$ cat src/rtl/led_fade_driver_if.sv
// Signal bundle between the Nios LED PIO side and led_fade_driver.
// The master drives the target pattern and fade enable; the slave returns the LED drive and busy flag.
interface led_fade_driver_if #(
    parameter int NUM_LEDS = 8
);
    logic [NUM_LEDS-1:0] led_wire_export;
    logic                fade_en;
    logic [NUM_LEDS-1:0] led_out;
    logic                fade_busy;

    modport master (
        output led_wire_export,
        output fade_en,
        input  led_out,
        input  fade_busy
    );

    modport slave (
        input  led_wire_export,
        input  fade_en,
        output led_out,
        output fade_busy
    );
endinterface

$ cat src/rtl/led_fade_driver.sv
// Per-LED PWM driver that ramps brightness linearly toward the PIO on/off target.
// Optional LED_FADE_GAMMA_EN maps brightness to a quadratic duty curve.
module led_fade_driver #(
    parameter int NUM_LEDS = 8,
    parameter int PWM_BITS = 8,
    parameter int STEP_DIV = 50000
) (
    input  logic               clk_clk,
    input  logic               reset_reset,
    led_fade_driver_if.slave   bus
);
    localparam int PRE_W = (STEP_DIV > 1) ? $clog2(STEP_DIV) : 1;
    localparam logic [PWM_BITS-1:0] BMAX     = {PWM_BITS{1'b1}};
    localparam logic [PWM_BITS-1:0] PWM_LAST = BMAX - {{(PWM_BITS-1){1'b0}}, 1'b1};
    localparam logic [PRE_W-1:0]    PRE_LAST = PRE_W'(STEP_DIV - 1);

    logic [NUM_LEDS-1:0] target_q, target_d;
    logic [PRE_W-1:0]    presc_q, presc_d;
    logic [PWM_BITS-1:0] pwm_cnt_q, pwm_cnt_d;
    logic [PWM_BITS-1:0] bright_q [NUM_LEDS];
    logic [PWM_BITS-1:0] bright_d [NUM_LEDS];
    logic [PWM_BITS-1:0] tgt_s    [NUM_LEDS];
    logic [NUM_LEDS-1:0] led_out_q, led_out_d;
    logic                fade_busy_q, fade_busy_d;
    logic                step_tick_s;

    // Brightness to PWM duty; the gamma curve keeps both endpoints fixed.
    function automatic logic [PWM_BITS-1:0] duty_of(input logic [PWM_BITS-1:0] b);
`ifdef LED_FADE_GAMMA_EN
        logic [2*PWM_BITS-1:0] wide;
        logic [2*PWM_BITS-1:0] prod;
        wide = {{PWM_BITS{1'b0}}, b};
        prod = (wide * wide) + wide;
        return prod[2*PWM_BITS-1:PWM_BITS];
`else
        return b;
`endif
    endfunction

    // Full-scale or zero target per channel from the registered PIO pattern.
    always_comb begin
        for (int i = 0; i < NUM_LEDS; i++) begin
            tgt_s[i] = target_q[i] ? BMAX : {PWM_BITS{1'b0}};
        end
    end

    // Free-running step prescaler and PWM period counter (period BMAX, never reaches BMAX).
    always_comb begin
        target_d    = bus.led_wire_export;
        step_tick_s = (presc_q == PRE_LAST);
        if (step_tick_s) begin
            presc_d = {PRE_W{1'b0}};
        end else begin
            presc_d = presc_q + {{(PRE_W-1){1'b0}}, 1'b1};
        end
        if (pwm_cnt_q >= PWM_LAST) begin
            pwm_cnt_d = {PWM_BITS{1'b0}};
        end else begin
            pwm_cnt_d = pwm_cnt_q + {{(PWM_BITS-1){1'b0}}, 1'b1};
        end
    end

    // Per-channel ramp/snap, PWM compare and busy detection.
    always_comb begin
        fade_busy_d = 1'b0;
        for (int i = 0; i < NUM_LEDS; i++) begin
            fade_busy_d  = fade_busy_d | (bright_q[i] != tgt_s[i]);
            led_out_d[i] = (pwm_cnt_q < duty_of(bright_q[i]));
            if (!bus.fade_en) begin
                bright_d[i] = tgt_s[i];
            end else if (step_tick_s) begin
                if (bright_q[i] < tgt_s[i]) begin
                    bright_d[i] = bright_q[i] + {{(PWM_BITS-1){1'b0}}, 1'b1};
                end else if (bright_q[i] > tgt_s[i]) begin
                    bright_d[i] = bright_q[i] - {{(PWM_BITS-1){1'b0}}, 1'b1};
                end else begin
                    bright_d[i] = bright_q[i];
                end
            end else begin
                bright_d[i] = bright_q[i];
            end
        end
    end

    // State registers with synchronous reset.
    always_ff @(posedge clk_clk) begin
        if (reset_reset) begin
            target_q    <= {NUM_LEDS{1'b0}};
            presc_q     <= {PRE_W{1'b0}};
            pwm_cnt_q   <= {PWM_BITS{1'b0}};
            led_out_q   <= {NUM_LEDS{1'b0}};
            fade_busy_q <= 1'b0;
            for (int i = 0; i < NUM_LEDS; i++) begin
                bright_q[i] <= {PWM_BITS{1'b0}};
            end
        end else begin
            target_q    <= target_d;
            presc_q     <= presc_d;
            pwm_cnt_q   <= pwm_cnt_d;
            led_out_q   <= led_out_d;
            fade_busy_q <= fade_busy_d;
            for (int i = 0; i < NUM_LEDS; i++) begin
                bright_q[i] <= bright_d[i];
            end
        end
    end

    assign bus.led_out   = led_out_q;
    assign bus.fade_busy = fade_busy_q;
endmodule

$ cat src/flat_wrapper.sv
// flat-port wrapper written by rule: the top's interface ports become plain ports
module led_fade_driver_flat 
#(
    parameter int NUM_LEDS = 8,
    parameter int PWM_BITS = 8,
    parameter int STEP_DIV = 50000
)
  (clk_clk, reset_reset, bus_led_wire_export, bus_fade_en, bus_led_out, bus_fade_busy);
  led_fade_driver_if #(.NUM_LEDS(NUM_LEDS)) bus_i ();
  input  logic clk_clk;
  input  logic reset_reset;
  input wire logic [$bits(bus_i.led_wire_export)-1:0] bus_led_wire_export;
  input wire logic [$bits(bus_i.fade_en)-1:0] bus_fade_en;
  output wire logic [$bits(bus_i.led_out)-1:0] bus_led_out;
  output wire logic [$bits(bus_i.fade_busy)-1:0] bus_fade_busy;
  assign bus_i.led_wire_export = bus_led_wire_export;
  assign bus_i.fade_en = bus_fade_en;
  assign bus_led_out = bus_i.led_out;
  assign bus_fade_busy = bus_i.fade_busy;
  led_fade_driver #(.NUM_LEDS(NUM_LEDS), .PWM_BITS(PWM_BITS), .STEP_DIV(STEP_DIV)) u_core (.clk_clk(clk_clk), .reset_reset(reset_reset), .bus(bus_i));
endmodule
$ cat config.mk
export PLATFORM = sky130hd
export DESIGN_NAME = led_fade_driver_flat
export DESIGN_NICKNAME = d
export VERILOG_FILES = /design/src/rtl/led_fade_driver_if.sv /design/src/rtl/led_fade_driver.sv /design/src/flat_wrapper.sv
export SDC_FILE = /design/constraint.sdc
export NUM_CORES = 1
export LEC_CHECK = 0
export ABC_AREA = 1
export BUFFER_PORTS_ARGS = -buffer_cell sky130_fd_sc_hd__buf_2
export CAP_MARGIN = 20
export CELL_PAD_IN_SITES_DETAIL_PLACEMENT = 1
export CELL_PAD_IN_SITES_GLOBAL_PLACEMENT = 1
export CORE_ASPECT_RATIO = 0.5
export CORE_MARGIN = 3
export CORE_UTILIZATION = 47
export CTS_CLUSTER_DIAMETER = 50
export DETAILED_ROUTE_END_ITERATION = 10
export GPL_TIMING_DRIVEN = 0
export PLACE_DENSITY_LB_ADDON = 0.1
export SLEW_MARGIN = 20
export SYNTH_ARGS = -nofsm -noshare
export SYNTH_HDL_FRONTEND = slang
export SYNTH_SLANG_ARGS = --single-unit
$ cat constraint.sdc
create_clock -name clk_clk -period 3.2 [get_ports clk_clk]
set_input_delay 0.96 -clock clk_clk [delete_from_list [all_inputs] [get_ports clk_clk]]
set_output_delay 0.96 -clock clk_clk [all_outputs]
set_load 0.02 [all_outputs]
# Word level (Yosys, flattened, before mapping)
# Memory sizes are Yosys's and may differ from the RTL's.
# Index checks and enable logic that the tools add are counted.
[totals] register_bits=41 ram_bits=64 inputBits=11 output_inout_bits=9 elab_cells=126 memories=1
[op_classes] n_addsub=18 n_lt_le_gt_ge=25 n_eq_ne=9 muxes=51 bitwise_logic=15 n_reduce_logical=2
[memory_table] name="u_core.bright_q" words=8 width=8 read_ports=8 rd_ports_with_merged_regs=0 wr=8 line="led_fade_driver.sv:20" rtl="logic [PWM_BITS-1:0] bright_q [NUM_LEDS];"
[op_table] op="two-way mux 8 bit" count=48
[op_table] op="less-than comparator 8 bit" count=16
[op_table] op="adder 8 x 1 -> 8 bit, second input constant" count=9
[op_table] op="greater-than comparator 8 bit" count=8
[op_table] op="!= test 8 bit" count=8
[op_table] op="subtractor 8 x 1 -> 8 bit, second input constant" count=8
[op_table] op="adder 16 x 1 -> 16 bit, second input constant" count=1
[op_table] op="== test 16 bit, second input constant" count=1
[op_table] op="OR 1 bit" count=15
[op_table] op=">= comparator 8 bit, second input constant" count=1
[op_table] op="OR reduction 2 bit" count=2
[op_table] op="two-way mux 1 bit" count=3

# Logic depth before layout (Yosys ltp)
# Gate-level depths: netlist (run 1).
[logic_depth] word_depth=9 mapped_depth=19 depth_no_buf=19

# Worst setup path before layout (run 1)
# Ideal clock, no wire load.
[synth_timing] kind="register to register" from="register u_core.target_q[3]" to="memory u_core.bright_q[3][5]" setup_ns=0.112 t_arrival_ns=2.399 required_ns=3.088 slack_ns=0.689 stages_incl_launch_ff=16 period_less_slack_ns=2.511 path_cell_list="dfxtp_1 inv_1 ha_1 a21o_1 nor2_1 nand2_1 ha_1 nand3_1 nand2_1 nand2_1 o21ai_0 nand2_1 nand2_1 nor2_1 nor2_1 nor2_1"
[synth_lines] element="start, declared" line="led_fade_driver.sv:17" rtl="logic [NUM_LEDS-1:0] target_q, target_d;"
[synth_lines] element="start signal, assigned" line="led_fade_driver.sv:88" rtl="target_q <= {NUM_LEDS{1'b0}};"
[synth_lines] element="start signal, assigned" line="led_fade_driver.sv:97" rtl="target_q <= target_d;"
[synth_lines] element="end, declared" line="led_fade_driver.sv:20"

==> results.md, run 1 <==
- Total power: 4.90 mW
- # Post-CTS Setup Buffers: 0
- Post-synth top cells: nand2_1, a21oi_1, ha_1
- Top-area cell type share of the netlist area: 23.3%
- Slew headroom: 33.2%
- Max Fanout on Critical Path: 10
- Via Count: 9647
- Initial antenna violation count: 2
- Num rows: 36
- Yosys warnings: 0
- Synth Area in Adders: 24.9%
- Gr usage total: 27.5%
- Ratio of final minimum period to clock period: 94.9%
- Fin. Hold Viols: 0
- Critical Path, Cell by Cell: buf_2, buf_2, clkbuf_1, clkbuf_1, nand2_1, a21oi_2
- Final Max Slew Viols: 0
- Die Wd: 208 µm
- Yosys reg bits: 105
- Fin util: 52.4%
- Area Overhead vs Synth: 7.52%
- Hold Slack: 455 ps
- Synth cell types: 44
- Worst min path class: flip-flop to flip-flop
- Min-Delay Path Depth: 1
- Worst VDD drop: 0.299 mV
- Clock power frac: 22.8%
- Post-DR wirelength/cell: 17.4 µm
- Area fraction in compound gates after synthesis: 15.0%
- Synth Net Count: 1622
- Number of global-route vias before repair: 9868
- CTS max path bufs: 2
- Die ar.: 22300 µm²
- WP buf/inv: 4
- Max Cap Violations: 0
- Most numerous cell in the Yosys netlist: nand2_1
- Prevailing post-synth register cell: dfxtp_1
- Setup Skew: 8.21 ps
- Post-Syn Area: 9630 µm²
- Layout cell share with drive strength beyond 1: 6.25%
- Clk Latency, worst-skew pair: 380 ps
- CP startpoint kind: primary input
- CTS HTree Levels: 3
- Seq/Total Area, Yosys: 21.8%
- Reg2Reg Depth: 12
- Core footprint: 19800 µm²
- Post-CTS sizing: 0
- Worst-path clk slew: 70 ps
- Setup TNS: 0 ps
- Status: finished clean
- CP endpoint kind: flip-flop
- Synth Area in Simple Gates: 30.1%
- Final WL: 30000 µm
- CTS tree: built
- DP HPWL: 23300 µm
- Final setup viols: 0
- Mux share of post-synthesis cell area: 0%
- Final Cell Area: 10400 µm²
- I/O Buffers: 18
- Number of synthesized flops with an enable pin: 0
- Static leakage: 5.14 nW
- CP peak stage delay: 790 ps
- Max Clk Rate: 0.329 GHz
- Largest net degree at the start of global routing: 17
- Vias per Instance: 5.60
- Area leader, netlist: ha_1
- I/O pin count: 20
- Synth Instances: 1424
- GPL Wtd Cong: 0.820
- Die outline height: 107 µm
- Reg2Reg Capture Point: u_core.bright_q[7][7]
- Initial Util: 48.7%
- Cell family with most CP delay: buffers and inverters
- PwrDens: 473 nW/µm²
- Actual slew at the worst max-slew pin: 1000 ps
- Worst Hold Path EP: u_core.presc_q[0]
- Psw: 2.14 mW
- Min-delay src: u_core.presc_q[0]
- Worst path required time: 3510 ps
- Ys async rst share: 0%
- GRT overflow: 0
- Largest cells by area after synthesis: ha_1, dfxtp_1, nand2_1, a21oi_1, inv_1
- DRC: 0
- CP max-delay cell: clkbuf_1
- Crit path time final: 3040 ps
- Share of power burned in combinational logic: 45.5%
- Sw frac: 43.6%
- Global-route wire length before repair: 48900 µm
- Reg2Reg Setup Slack: 220 ps
- 1st-pass router iterations: 5
- DR iter-0 viols: 399
- Syn Area/Cell: 6.76 µm²
- Antenna Nets Post-Route: 0
- Nets: 1651
- CP Class: primary input to flip-flop
- R2R Path Start: u_core.target_q[7]
- Crit path DAT: 3350 ps
- # diodes: 0
- Cell internal pwr: 2.76 mW
- Cts hold-fix bufs: 0
- CTS root buf: clkbuf_16
- Clk sinks: 105
- Post-DP Area: 10100 µm²
- Total CTS buffers: 9
- Largest family of logic cells by synthesized area: simple AND/OR/NAND/NOR gates
- Synth Area in XOR/XNOR: 0.273%
- Sequential share of power: 31.7%
per-stage QoR:
stage | worst slack [ps] | std cells
6_report | 162 | 1723
5_1_grt | -21.7 | 1723
4_1_cts | 137 | 1723
3_5_place_dp | -148 | 1708
3_3_place_gp | -56.3 | 1708
2_1_floorplan | 689 | 1424
power by group through the flow:
stage	registers (mW)	clock network [mW]	logic [mW]
after global placement	1.57	0	2.04
final	1.55	1.12	2.23
after detailed placement	1.58	0	2.18
after CTS	1.55	1.15	2.21
after floorplan	1.55	0	1.63
after global routing	1.57	1.19	2.57
kinds of logic after synthesis:
group,count (synthesis)
and+or+nand+nor,669
AOI/OAI and AO/OA,272
buffers and inverters,188
adders and majority gates,187
DFF,105
xor gates and xnor gates,3
sequential cells by signal (all words and copies together) (netlist names):
| register | cells |
|---|---|
| u_core.pwm_cnt_q | 8 |
| u_core.bus.fade_busy | 1 |
| u_core.bright_q | 64 |
| u_core.presc_q | 16 |
| u_core.target_q | 8 |
| u_core.bus.led_out | 8 |
routing by layer:
metal / global-route usage [%] / vias to the layer above / wire length, µm / share of wire (%)
met5: 0 / - / 13 / 0.043
met4: 7.11 / 2 / 468 / 1.6
met3: 5.41 / 40 / 1250 / 4.2
met2: 47.7 / 131 / 13800 / 46
met1: 35.4 / 4687 / 14400 / 48
li1: - / 4787 / - / -
cell usage in the layout, fill, tap and decap left out, types with 2 or more instances in the layout:
| master | Yosys | routed |
|---|---|---|
| o211ai_1 | 8 | 8 |
| or2_2 | 4 | 4 |
| a21oi_2 | 6 | 6 |
| buf_2 | 2 | 20 |
| fa_1 | 8 | 8 |
| and3_1 | 2 | 2 |
| nor2_4 | 8 | 8 |
| dfxtp_1 | 105 | 105 |
| a31oi_1 | 2 | 2 |
| clkbuf_16 | 0 | 9 |
| o21ai_0 | 57 | 57 |
| buf_6 | 2 | 2 |
| clkinvlp_4 | 0 | 2 |
| nand3_1 | 87 | 87 |
| xor2_1 | 2 | 2 |
| a21o_1 | 8 | 8 |
| nand3b_1 | 7 | 7 |
| ha_1 | 179 | 179 |
| a21oi_1 | 186 | 186 |
| inv_2 | 1 | 2 |
| inv_1 | 166 | 165 |
| buf_4 | 2 | 2 |
| clkbuf_1 | 11 | 11 |
| nor3_1 | 19 | 19 |
| nand2_2 | 16 | 24 |
| nor3b_1 | 4 | 4 |
| clkbuf_8 | 1 | 3 |
| nand2_1 | 374 | 366 |
| nor2_1 | 128 | 128 |
| nand4_1 | 13 | 13 |
how the worst max path moves through the flow:
stage                     slack, ps  cells past startpoint               endpoint                from
after floorplan                 690                     15  u_core.bright_q[3][5]  u_core.target_q[3]
after global placement          -60                      6  u_core.bright_q[3][0]         bus_fade_en
after detailed placement       -150                      6  u_core.bright_q[3][0]         bus_fade_en
after CTS                       140                     12  u_core.bright_q[7][7]  u_core.target_q[7]
after global routing            -20                     12  u_core.bright_q[7][7]  u_core.target_q[7]
final                           160                      6  u_core.bright_q[3][0]         bus_fade_en
area by class of cell:
class                   count  area (µm²)
well taps                 266         333
inverters                 168         631
repair buffers             18        90.1
clock buffers              11         253
fillers                  2669        9420
multi-input cells        1131        6790
plain buffers              20         126
clock inverters             4        28.8
flip-flops and latches    105        2100
No activity file was read; power rests on OpenSTA's default activity.
==> inputs of run 2 (changes only) <==
ABC_AREA = 0   (was 1)
CORE_UTILIZATION = 50   (was 47)
==> results.md, run 2 <==
- Initial antenna violation count: 0 (was 2)
- Post-route worst setup slack: 93.6 ps (was 162 ps)
- Worst min path class: flip-flop to flip-flop (unchanged)
- Synth Instances: 1105 (was 1424)
- Total CTS buffers: 9 (unchanged)
- CP endpoint kind: flip-flop (unchanged)
- CTS root buf: clkbuf_16 (unchanged)
- Layout cell share with drive strength beyond 1: 12.3% (was 6.25%)
- # diodes: 0 (unchanged)
- Hold Slack: 476 ps (was 455 ps)
- Cell count after placement: 1357 (was 1708)
- RSZ-0062 raised after global routing: true
- GPL Wtd Cong: 0.847 (was 0.820)
- Syn Area/Cell: 8.50 µm² (was 6.76 µm²)
- Yosys warnings: 0 (unchanged)
- Core footprint: 17900 µm² (was 19800 µm²)
- Area leader, netlist: ha_1 (unchanged)
- GRT overflow: 0 (unchanged)
- Final setup viols: 0 (unchanged)
- I/O pin count: 20 (unchanged)
- Worst-path clk slew: 70 ps (about the same)
- Ratio of final minimum period to clock period: 97.1% (was 94.9%)
- Pre-CTS setup slack: -684 ps (was -148 ps)
- Layout Cells excl Fill: 1392 (was 1723)
- PwrDens: 483 nW/µm² (was 473 nW/µm²)
- Psw: 2.04 mW (was 2.14 mW)
- Post-Syn Area: 9390 µm² (was 9630 µm²)
- DR iter-0 viols: 519 (was 399)
- Number of global-route vias before repair: 9100 (was 9868)
- Die ar.: 20600 µm² (was 22300 µm²)
- Max Clk Rate: 0.322 GHz (was 0.329 GHz)
- Largest Register: u_core.bright_q (unchanged)
- Largest cells by area after synthesis: ha_1, dfxtp_1, a21oi_1, xnor2_1, a21o_1 (was ha_1, dfxtp_1, nand2_1, a21oi_1, inv_1)
- Die Wd: 200 µm (was 208 µm)
- Clk sinks: 105 (unchanged)
- Nets: 1352 (was 1651)
- Post-synth top cells: ha_1, a21oi_1, dfxtp_1 (was nand2_1, a21oi_1, ha_1)
- Slew headroom: 36.6% (was 33.2%)
- CTS HTree Levels: 3 (unchanged)
- Status: finished clean (unchanged)
- Die outline height: 103 µm (was 107 µm)
- Share of power burned in combinational logic: 48.3% (was 45.5%)
- Top-area cell type share of the netlist area: 23.9% (was 23.3%)
- Commonest non-fill, non-tap cell in the layout: ha_1 (was nand2_1)
- Final WL: 30100 µm (was 30000 µm)
- CTS max path bufs: 2 (unchanged)
- Filler cells: 2142 (was 2669)
- Most numerous cell in the Yosys netlist: ha_1 (was nand2_1)
- DRC: 0 (unchanged)
- Area Overhead vs Synth: 11.8% (was 7.52%)
- Global-route wire length before repair: 47200 µm (was 48900 µm)
- Reg2Reg Setup Slack: 90 ps (was 220 ps)
- Max reg flops: 64 (unchanged)
- Actual slew at the worst max-slew pin: 951 ps (was 1000 ps)
- Static leakage: 4.56 nW (was 5.14 nW)
- Via Count: 8858 (was 9647)
- Crit path DAT: 3370 ps (was 3350 ps)
- Crit path time final: 3110 ps (was 3040 ps)
- CP startpoint kind: flip-flop (was primary input)
- Cell internal pwr: 3.03 mW (was 2.76 mW)
- Clock power frac: 20.7% (was 22.8%)
- DP HPWL: 22100 µm (was 23300 µm)
- 1st-pass router iterations: 5 (unchanged)
- CP Class: flip-flop to flip-flop (was primary input to flip-flop)
- Max Fanout on Critical Path: 8 (was 10)
- Setup Skew: 8.41 ps (was 8.21 ps)
- Synth Net Count: 1303 (was 1622)
- Commonest cells after routing, fill and taps aside: ha_1, a21oi_1, dfxtp_1 (was nand2_1, a21oi_1, ha_1)
- Max Cap Violations: 0 (unchanged)
- Num rows: 34 (was 36)
- Fin. Hold Viols: 0 (unchanged)
- Final Max Slew Viols: 0 (unchanged)
- Number of synthesized flops with an enable pin: 0 (unchanged)
- Vias per Instance: 6.36 (was 5.60)
- Prevailing post-synth register cell: dfxtp_1 (unchanged)
- Largest net degree at the start of global routing: 17 (unchanged)
- Worst path required time: 3470 ps (was 3510 ps)
- Worst VDD drop: 0.271 mV (was 0.299 mV)
- Sequential share of power: 31.0% (was 31.7%)
- CTS tree: built (unchanged)
- Gr usage total: 29.2% (was 27.5%)
- Ys async rst share: 0% (unchanged)
- Initial Util: 52.5% (was 48.7%)
- Regs by FF count: u_core.bright_q x64, u_core.presc_q x16 (unchanged)
- Post-DR wirelength/cell: 21.6 µm (was 17.4 µm)
- Synth cell types: 62 (was 44)
- I/O Buffers: 18 (unchanged)
- Yosys reg bits: 105 (unchanged)
- Clk Latency, worst-skew pair: 360 ps (was 380 ps)
- Antenna Nets Post-Route: 0 (unchanged)
- Sw frac: 40.2% (was 43.6%)
- Seq/Total Area, Yosys: 22.4% (was 21.8%)
- Cts hold-fix bufs: 0 (unchanged)
-- run 2: cell count changes after synthesis, sizes merged, moves of 18 or more --
cell | before | now
xnor2 | 1 | 43
o21bai | 1 | 25
nand2 | 392 | 35
a21o | 8 | 42
nand2b | 0 | 18
nand3 | 89 | 17
a211oi | 0 | 38
nor2 | 137 | 77
inv | 167 | 83
a21oi | 192 | 125
-- run 2: critical path, stage by stage (launching register included) --
cell	delay, ps
dfxtp_1	510
ha_1	290
and3_1	190
a221o_1	350
a21o_4	270
fa_2	370
a21o_1	180
a21oi_2	170
o21bai_1	110
o41a_1	330
a311oi_2	240
-- run 2: logic make-up (layout without fill, tap and decap cells) --
family / count (synthesis) / after routing / share of synthesized area, %
buffers and inverters: 115 / 168 / 4.77
xor gates and xnor gates: 62 / 62 / 6.08
and+or+nand+nor: 255 / 255 / 14.1
muxes: 17 / 17 / 1.83
adders and majority gates: 187 / 187 / 25.6
AOI/OAI and AO/OA: 364 / 364 / 25.3
DFF: 105 / 105 / 22.4
-- run 2: power groups by stage --
stage | Combinational (mW) | Clock (mW) | Sequential [mW]
after floorplan | 1.62 | 0 | 1.55
after global placement | 1.98 | 0 | 1.59
after detailed placement | 2.12 | 0 | 1.59
after CTS | 2.24 | 1.06 | 1.56
after global routing | 2.72 | 1.12 | 1.59
final | 2.45 | 1.05 | 1.57
-- run 2: area by class of cell --
class                           count  area (µm²)  share of cell area [%]
Clock buffer                       10         229                    2.18
Clock inverter                      5        32.5                   0.310
Timing Repair Buffer               38         253                    2.41
Multi-Input combinational cell    885        7120                    67.9
Tap cell                          234         293                    2.79
Inverter                           84         315                    3.00
Buffer                             31         133                    1.26
Sequential cell                   105        2120                    20.2
-- run 2: layer usage --
layer  global-route usage [%]  vias to the layer above  wire length (µm)
met3                     5.62                       49              1680
met5                        0                        -                 0
met4                     6.32                        0               501
li1                         -                     4222                 -
met1                     38.1                     4371             13700
met2                     51.2                      216             14100
-- run 2: repair_timing --
item | 4_1_cts | 5_1_grt
setup buffers | 5 | 15
pin swaps | 8 | 26
setup endpoints to repair | 34 | 29
endpoints found under the hold margin | 0 | 0
gates resized for setup | 36 | 60
-- run 2: worst paths after layout --
check / startpoint / to / cells past startpoint
worst max-delay path: u_core.bright_q[3][1] / u_core.bright_q[3][6] / 10
worst min register to register: u_core.presc_q[0] / u_core.presc_q[0] / 1
worst max register to register: u_core.bright_q[3][1] / u_core.bright_q[3][6] / 10
worst min-delay path: u_core.presc_q[0] / u_core.presc_q[0] / 1
-- run 2: through the flow --
step | area (µm²) | utilization [%] | TNS, ps | power [mW]
global placement | 9770 | 54.7 | -6100 | 3.57
detailed placement | 9770 | 54.7 | -9680 | 3.71
finish | 10500 | 58.7 | 0 | 5.07
floorplan | 9390 | - | 0 | 3.17
CTS | 10200 | 57.0 | -77.0 | 4.86
global route | 10500 | 58.7 | -141 | 5.43
